`src/rtl/dmem_lsu_pkg.sv`:
```
// dmem_lsu_pkg: funct3 codes and FSM state encoding shared by the load/store unit
package dmem_lsu_pkg;
  localparam logic [2:0] F3_B  = 3'b000;
  localparam logic [2:0] F3_H  = 3'b001;
  localparam logic [2:0] F3_W  = 3'b010;
  localparam logic [2:0] F3_BU = 3'b100;
  localparam logic [2:0] F3_HU = 3'b101;
  typedef enum logic [1:0] {IDLE, EXEC, WRITE} state_t;
endpackage

```
`src/rtl/dmem_lsu_if.sv`:
```
// dmem_lsu_if: core request/response and data-memory signals of the load/store unit
interface dmem_lsu_if;
  logic        req_valid;
  logic        req_ready;
  logic        req_we;
  logic [2:0]  req_funct3;
  logic [31:0] req_addr;
  logic [31:0] req_wdata;
  logic        resp_valid;
  logic [31:0] resp_rdata;
  logic        resp_err;
  logic        mem_write_en;
  logic [31:0] mem_address;
  logic [31:0] mem_write_dat;
  logic [31:0] mem_read_dat;
  modport master (
    output req_valid, req_we, req_funct3, req_addr, req_wdata, mem_read_dat,
    input  req_ready, resp_valid, resp_rdata, resp_err, mem_write_en, mem_address, mem_write_dat
  );
  modport slave (
    input  req_valid, req_we, req_funct3, req_addr, req_wdata, mem_read_dat,
    output req_ready, resp_valid, resp_rdata, resp_err, mem_write_en, mem_address, mem_write_dat
  );
endinterface

```
`src/rtl/dmem_lsu_lane.sv`:
```
// lsu_lane: byte/half lane extraction with extension for loads, lane merge for sub-word stores
module lsu_lane
  import dmem_lsu_pkg::*;
(
  input  logic [2:0]  i_funct3,
  input  logic [1:0]  i_off,
  input  logic [31:0] i_word,
  input  logic [31:0] i_wdata,
  output logic [31:0] o_load,
  output logic [31:0] o_merge
);
  logic [7:0]  w_byte;
  logic [15:0] w_half;
  logic [31:0] w_mask;
  logic [31:0] w_ins;
  // funct3[2] selects zero extension; funct3[0] picks half over byte for the store merge
  always_comb begin
    w_byte  = 8'(i_word >> {i_off, 3'b000});
    w_half  = i_off[1] ? i_word[31:16] : i_word[15:0];
    o_load  = i_funct3[1:0] == F3_B[1:0] ? {{24{w_byte[7] & ~i_funct3[2]}}, w_byte} :
              i_funct3[1:0] == F3_H[1:0] ? {{16{w_half[15] & ~i_funct3[2]}}, w_half} : i_word;
    w_mask  = i_funct3[0] ? 32'h0000_ffff << {i_off[1], 4'b0000} : 32'h0000_00ff << {i_off, 3'b000};
    w_ins   = i_funct3[0] ? {2{i_wdata[15:0]}} : {4{i_wdata[7:0]}};
    o_merge = (i_word & ~w_mask) | (w_ins & w_mask);
  end
endmodule

```
`src/rtl/dmem_lsu.sv`:
```
// dmem_lsu: byte-addressed RV32I load/store unit in front of a word-wide data memory
module dmem_lsu
  import dmem_lsu_pkg::*;
#(
  parameter bit MISALIGN_TRAP = 1'b1,
  parameter bit SUBWORD_EN    = 1'b1
) (
  input logic       clk,
  input logic       reset,
  dmem_lsu_if.slave bus
);
  state_t      r_state;
  logic [31:0] r_addr;
  logic [31:0] r_wdata;
  logic [31:0] r_merge;
  logic [31:0] r_rdata;
  logic [2:0]  r_funct3;
  logic        r_we;
  logic        r_valid;
  logic        r_err;
  logic        w_ill;
  logic        w_mis;
  logic        w_sub;
  logic        w_err;
  logic        w_sw;
  logic [31:0] w_load;
  logic [31:0] w_merge;
  lsu_lane u_lane (
    .i_funct3(r_funct3),
    .i_off   (r_addr[1:0]),
    .i_word  (bus.mem_read_dat),
    .i_wdata (r_wdata),
    .o_load  (w_load),
    .o_merge (w_merge)
  );
  // Decode the latched request; only meaningful while in EXEC
  always_comb begin
    w_ill = r_we ? !(r_funct3 inside {F3_B, F3_H, F3_W}) :
                   !(r_funct3 inside {F3_B, F3_H, F3_W, F3_BU, F3_HU});
    w_mis = (r_funct3[1:0] == F3_H[1:0] && r_addr[0]) ||
            (r_funct3[1:0] == F3_W[1:0] && r_addr[1:0] != 2'b00);
    w_sub = r_funct3[1:0] != F3_W[1:0];
    w_err = w_ill || (MISALIGN_TRAP && w_mis) || (!SUBWORD_EN && w_sub);
    w_sw  = r_state == EXEC && r_we && !w_err && !w_sub;
  end
  assign bus.req_ready     = r_state == IDLE;
  assign bus.resp_valid    = r_valid;
  assign bus.resp_rdata    = r_rdata;
  assign bus.resp_err      = r_err;
  assign bus.mem_address   = {2'b00, r_addr[31:2]};
  assign bus.mem_write_en  = !reset && (w_sw || r_state == WRITE);
  assign bus.mem_write_dat = w_sw ? r_wdata : r_state == WRITE ? r_merge : 32'h0;
  // Request capture, one-cycle execute/merge, optional write-back cycle, registered response
  always_ff @(posedge clk) begin
    if (reset) begin
      r_state  <= IDLE;
      r_addr   <= '0;
      r_wdata  <= '0;
      r_funct3 <= '0;
      r_we     <= 1'b0;
      r_merge  <= '0;
      r_rdata  <= '0;
      r_valid  <= 1'b0;
      r_err    <= 1'b0;
    end else begin
      r_valid <= 1'b0;
      r_err   <= 1'b0;
      r_rdata <= '0;
      case (r_state)
        IDLE: if (bus.req_valid) begin
          r_addr   <= bus.req_addr;
          r_wdata  <= bus.req_wdata;
          r_funct3 <= bus.req_funct3;
          r_we     <= bus.req_we;
          r_state  <= EXEC;
        end
        EXEC: if (w_err || !r_we || !w_sub) begin
          r_valid <= 1'b1;
          r_err   <= w_err;
          r_rdata <= (w_err || r_we) ? 32'h0 : w_load;
          r_state <= IDLE;
        end else begin
          r_merge <= w_merge;
          r_state <= WRITE;
        end
        WRITE: begin
          r_valid <= 1'b1;
          r_state <= IDLE;
        end
        default: r_state <= IDLE;
      endcase
    end
  end
endmodule

```
`src/flat_wrapper.sv`:
```
// flat-port wrapper written by rule: the top's interface ports become plain ports
module dmem_lsu_flat import dmem_lsu_pkg::*;
#(
  parameter bit MISALIGN_TRAP = 1'b1,
  parameter bit SUBWORD_EN    = 1'b1
)
  (clk, reset, bus_req_valid, bus_req_we, bus_req_funct3, bus_req_addr, bus_req_wdata, bus_mem_read_dat, bus_req_ready, bus_resp_valid, bus_resp_rdata, bus_resp_err, bus_mem_write_en, bus_mem_address, bus_mem_write_dat);
  dmem_lsu_if bus_i ();
  input logic clk;
  input logic reset;
  input wire logic [$bits(bus_i.req_valid)-1:0] bus_req_valid;
  input wire logic [$bits(bus_i.req_we)-1:0] bus_req_we;
  input wire logic [$bits(bus_i.req_funct3)-1:0] bus_req_funct3;
  input wire logic [$bits(bus_i.req_addr)-1:0] bus_req_addr;
  input wire logic [$bits(bus_i.req_wdata)-1:0] bus_req_wdata;
  input wire logic [$bits(bus_i.mem_read_dat)-1:0] bus_mem_read_dat;
  output wire logic [$bits(bus_i.req_ready)-1:0] bus_req_ready;
  output wire logic [$bits(bus_i.resp_valid)-1:0] bus_resp_valid;
  output wire logic [$bits(bus_i.resp_rdata)-1:0] bus_resp_rdata;
  output wire logic [$bits(bus_i.resp_err)-1:0] bus_resp_err;
  output wire logic [$bits(bus_i.mem_write_en)-1:0] bus_mem_write_en;
  output wire logic [$bits(bus_i.mem_address)-1:0] bus_mem_address;
  output wire logic [$bits(bus_i.mem_write_dat)-1:0] bus_mem_write_dat;
  assign bus_i.req_valid = bus_req_valid;
  assign bus_i.req_we = bus_req_we;
  assign bus_i.req_funct3 = bus_req_funct3;
  assign bus_i.req_addr = bus_req_addr;
  assign bus_i.req_wdata = bus_req_wdata;
  assign bus_i.mem_read_dat = bus_mem_read_dat;
  assign bus_req_ready = bus_i.req_ready;
  assign bus_resp_valid = bus_i.resp_valid;
  assign bus_resp_rdata = bus_i.resp_rdata;
  assign bus_resp_err = bus_i.resp_err;
  assign bus_mem_write_en = bus_i.mem_write_en;
  assign bus_mem_address = bus_i.mem_address;
  assign bus_mem_write_dat = bus_i.mem_write_dat;
  dmem_lsu #(.MISALIGN_TRAP(MISALIGN_TRAP), .SUBWORD_EN(SUBWORD_EN)) u_core (.clk(clk), .reset(reset), .bus(bus_i));
endmodule
```
`config.mk`:
```
export PLATFORM = sky130hd
export DESIGN_NAME = dmem_lsu_flat
export DESIGN_NICKNAME = d
export VERILOG_FILES = /design/src/rtl/dmem_lsu_pkg.sv /design/src/rtl/dmem_lsu_if.sv /design/src/rtl/dmem_lsu_lane.sv /design/src/rtl/dmem_lsu.sv /design/src/flat_wrapper.sv
export SDC_FILE = /design/constraint.sdc
export NUM_CORES = 1
export LEC_CHECK = 0
export BUFFER_PORTS_ARGS = -buffer_cell sky130_fd_sc_hd__buf_4
export CAP_MARGIN = 20
export CORE_UTILIZATION = 49
export CTS_BUF_LIST = sky130_fd_sc_hd__clkbuf_2
export CTS_CLUSTER_DIAMETER = 200
export DETAILED_ROUTE_END_ITERATION = 10
export HOLD_SLACK_MARGIN = 0.02
export MAX_ROUTING_LAYER = met4
export PLACE_DENSITY = 0.78
export SKIP_CTS_REPAIR_TIMING = 1
export SLEW_MARGIN = 20
export SYNTH_ARGS = -nofsm -noshare
export SYNTH_HDL_FRONTEND = slang
export SYNTH_SLANG_ARGS = --single-unit
```
`constraint.sdc`:
```
create_clock -name clk -period 2.1 [get_ports clk]
set_input_delay 0.42 -clock clk [delete_from_list [all_inputs] [get_ports clk]]
set_output_delay 0.42 -clock clk [all_outputs]
set_load 0.1 [all_outputs]
```
==> reports/results.txt <==
io pins: 203
Worst Path Max Fanout: 8
Die W: 114 um
Internal: 3.67 mW
Seq/Total Area, Yosys: 44.0%
total chip power: 5.73 mW
Hold Path Origin: bus_mem_read_dat[7]
Crit Path Category: register to output pin
Static Leak: 4.09 nW
most common cell in the netlist: nand2_1
number of synthesized flops with an enable pin: 0
CP endpoint kind: output pin
share of layout cells above drive strength 1: 32.6%
Max rail drop VDD: 0.000574 V
Peak Freq: 360 MHz
fin util: 79.7%
Crit path required time: 1680 ps
Critical Path Source Type: register
Post-Layout Inst Area: 9690 um^2
ys flop type: dfxtp_1
min-delay worst type: input port to register
leading cell types by count after synthesis: 239 x nand2_1, 136 x dfxtp_1, 114 x a21oi_1
vias in the first global route: 5473
Overflow after GRT: 0
Tmin final: 2780 ps
Routed Antenna Nets: 0
Final Cycle Share: 132%
Clock Latency Late Sink: 710 ps
hold path depth: 3
clock sink count: 136
core footprint: 12200 um^2
drt total wl: 23.1 mm
Max Slew Vio Count: 0
library cells used by synthesis: 41
routed len/inst: 18.8 um
Flop pwr share: 48.8%
Iter 0 DRT Violations: 739
reg-to-reg startpoint: u_core.r_funct3[0]
RR Endpoint: u_core.r_merge[9]
largest buffer count on any clock path: 2
GRT Total Usage: 28.4%
CTS tree: yes
failing checks: setup timing
pwr dens: 591 nW/um^2
Net Switching: 2.06 mW
Post-DP Area: 7870 um^2
HPWL after DPL: 12.7 mm
top cells by area, synth: dfxtp_1 44%, nand2_1 15%, a21oi_1 9.2%
Worst Tran Pin Value: 732 ps
Area Growth Syn to Fin: 56.7%
clk slew on worst S/H paths: 180 ps
final hold vios: 0
Synth Register Bits: 136
post-route setup slack: -680 ps
drt drc: 0
vias post-DR: 6945
Comb pwr share: 27.5%
placed insts: 1090
GP Congestion: 0.854
H-tree depth: 4
sw frac: 36.0%
clock network power share: 23.6%
post-synth top area share: 44.0%
Port Buffers: 200
first-pass GRT wire length: 27.9 mm
Synth Instances: 791
post-synthesis cell area: 6180 um^2
initial antenna violation count: 1
TritonCTS Buffers: 17
syn_area_per_cell: 7.82 um^2
Filler cells: 749
Synthesis Warnings: 0
Row Count: 40
crit path DAT: 2360 ps
unrepaired setup endpoints after global routing: true
Non-Filler Instances: 1227
Endpoint, Worst Hold: u_core.bus.resp_rdata[7]
skew final: 28.8 ps
Initial Util: 50.9%
MaxCap Viol Count: 0
largest area contributor in the netlist: dfxtp_1
status: complete, but fails checks
Slew HR: 51.2%
CTS root buffer: clkbuf_2
drt first pass iters: 9
Post-synth ARST share: 0%
Nets: 1151
endpoints failing setup: 33
r2r setup slk: 100 ps
Worst R2R Path Depth: 6
Worst Setup SP: u_core.r_state[1]
die area: 13100 um^2
largest net degree at the start of global routing: 68
Via density: 5.66
chip height: 114 um
==> power groups by stage <==
stage	sequential (mW)	combinational (mW)	clock [mW]
2_1_floorplan	3.01	0.809	0
3_3_place_gp	2.83	1.35	0
3_5_place_dp	2.84	1.36	0
4_1_cts	2.78	1.37	1.35
5_1_grt	2.81	1.65	1.48
6_report	2.80	1.58	1.35
==> cells by family after synthesis <==
group | count (synthesis) | synth area share, %
other | 1 | 0.0606
buffers and inverters | 100 | 8.82
AOI/OAI and AO/OA | 181 | 17.3
adders and majority gates | 3 | 0.607
DFF | 136 | 44.0
muxes | 33 | 6.21
and+or+nand+nor | 337 | 23.0
==> worst max-delay path: stages (launching register included) <==
cell,delay [ps]
dfxtp_2,370
inv_2,70
ha_4,120
and2_4,150
and4_4,350
clkbuf_16,210
nand2_1,110
nand2_4,100
buf_12,170
==> layer usage <==
layer  up-vias  track usage (%)  wire length, um
met3       114             7.99             2180
met2       479             43.6            11200
met1      3198             35.8             8570
li1       3154                -                -
met4         0             10.0             1170
met5         -                -                0
==> cells in the final DEF (no fill, tap or decap), types with 11 or more instances in the layout <==
cell type      synthesis  layout
nand2_1              239     191
buf_4                 39     186
dfxtp_1              136     134
a21oi_1              114     114
dlygate4sd3_1          0      96
buf_12                 0      39
nand2_4                0      33
nand3_1               33      31
nor2_1                31      30
clkbuf_2               2      19
mux2i_1               17      17
o211ai_1              17      17
nand2_2                0      15
a211oi_1              15      15
mux2_2                13      13
nand2b_1              11      11
==> registers in the layout, summed over array words and instances, names as in the netlist <==
name,flops
u_core.bus.resp_valid,1
u_core.r_addr,32
u_core.r_state,2
u_core.bus.resp_rdata,32
u_core.r_funct3,3
u_core.r_we,1
u_core.bus.resp_err,1
u_core.r_wdata,32
u_core.r_merge,32
==> area by class of cell <==
type	count	area, um^2	share of cell area (%)
diodes	1	2.50	0.0258
clock buffers	19	95.1	0.981
flip-flops and latches	136	2730	28.1
repair buffers	330	3290	34.0
inverters	4	17.5	0.181
well taps	168	210	2.17
clock inverters	13	87.6	0.904
multi-input cells	556	3260	33.6
==> worst max-delay path by stage <==
stage	depth (start not counted)	to	slack [ps]
after global placement	8	bus_mem_write_dat[24]	50
after CTS	8	bus_mem_write_dat[21]	-780
after floorplan	7	bus_mem_write_en	-170
after global routing	9	bus_mem_write_dat[9]	-810
after detailed placement	8	bus_mem_write_dat[21]	30
final	8	bus_mem_write_dat[24]	-680
==> metrics by stage <==
| step | hold WS [ps] | TNS (ps) | worst slack (ps) |
|---|---|---|---|
| after floorplan | 432 | -171 | -171 |
| after global placement | 442 | 0 | 45.2 |
| after detailed placement | 444 | 0 | 29.6 |
| after CTS | -121 | -25290 | -776 |
| after global routing | 27.2 | -25030 | -813 |
| final | 87.1 | -20410 | -680 |
Note: power is estimated with default switching activity, not from simulation.
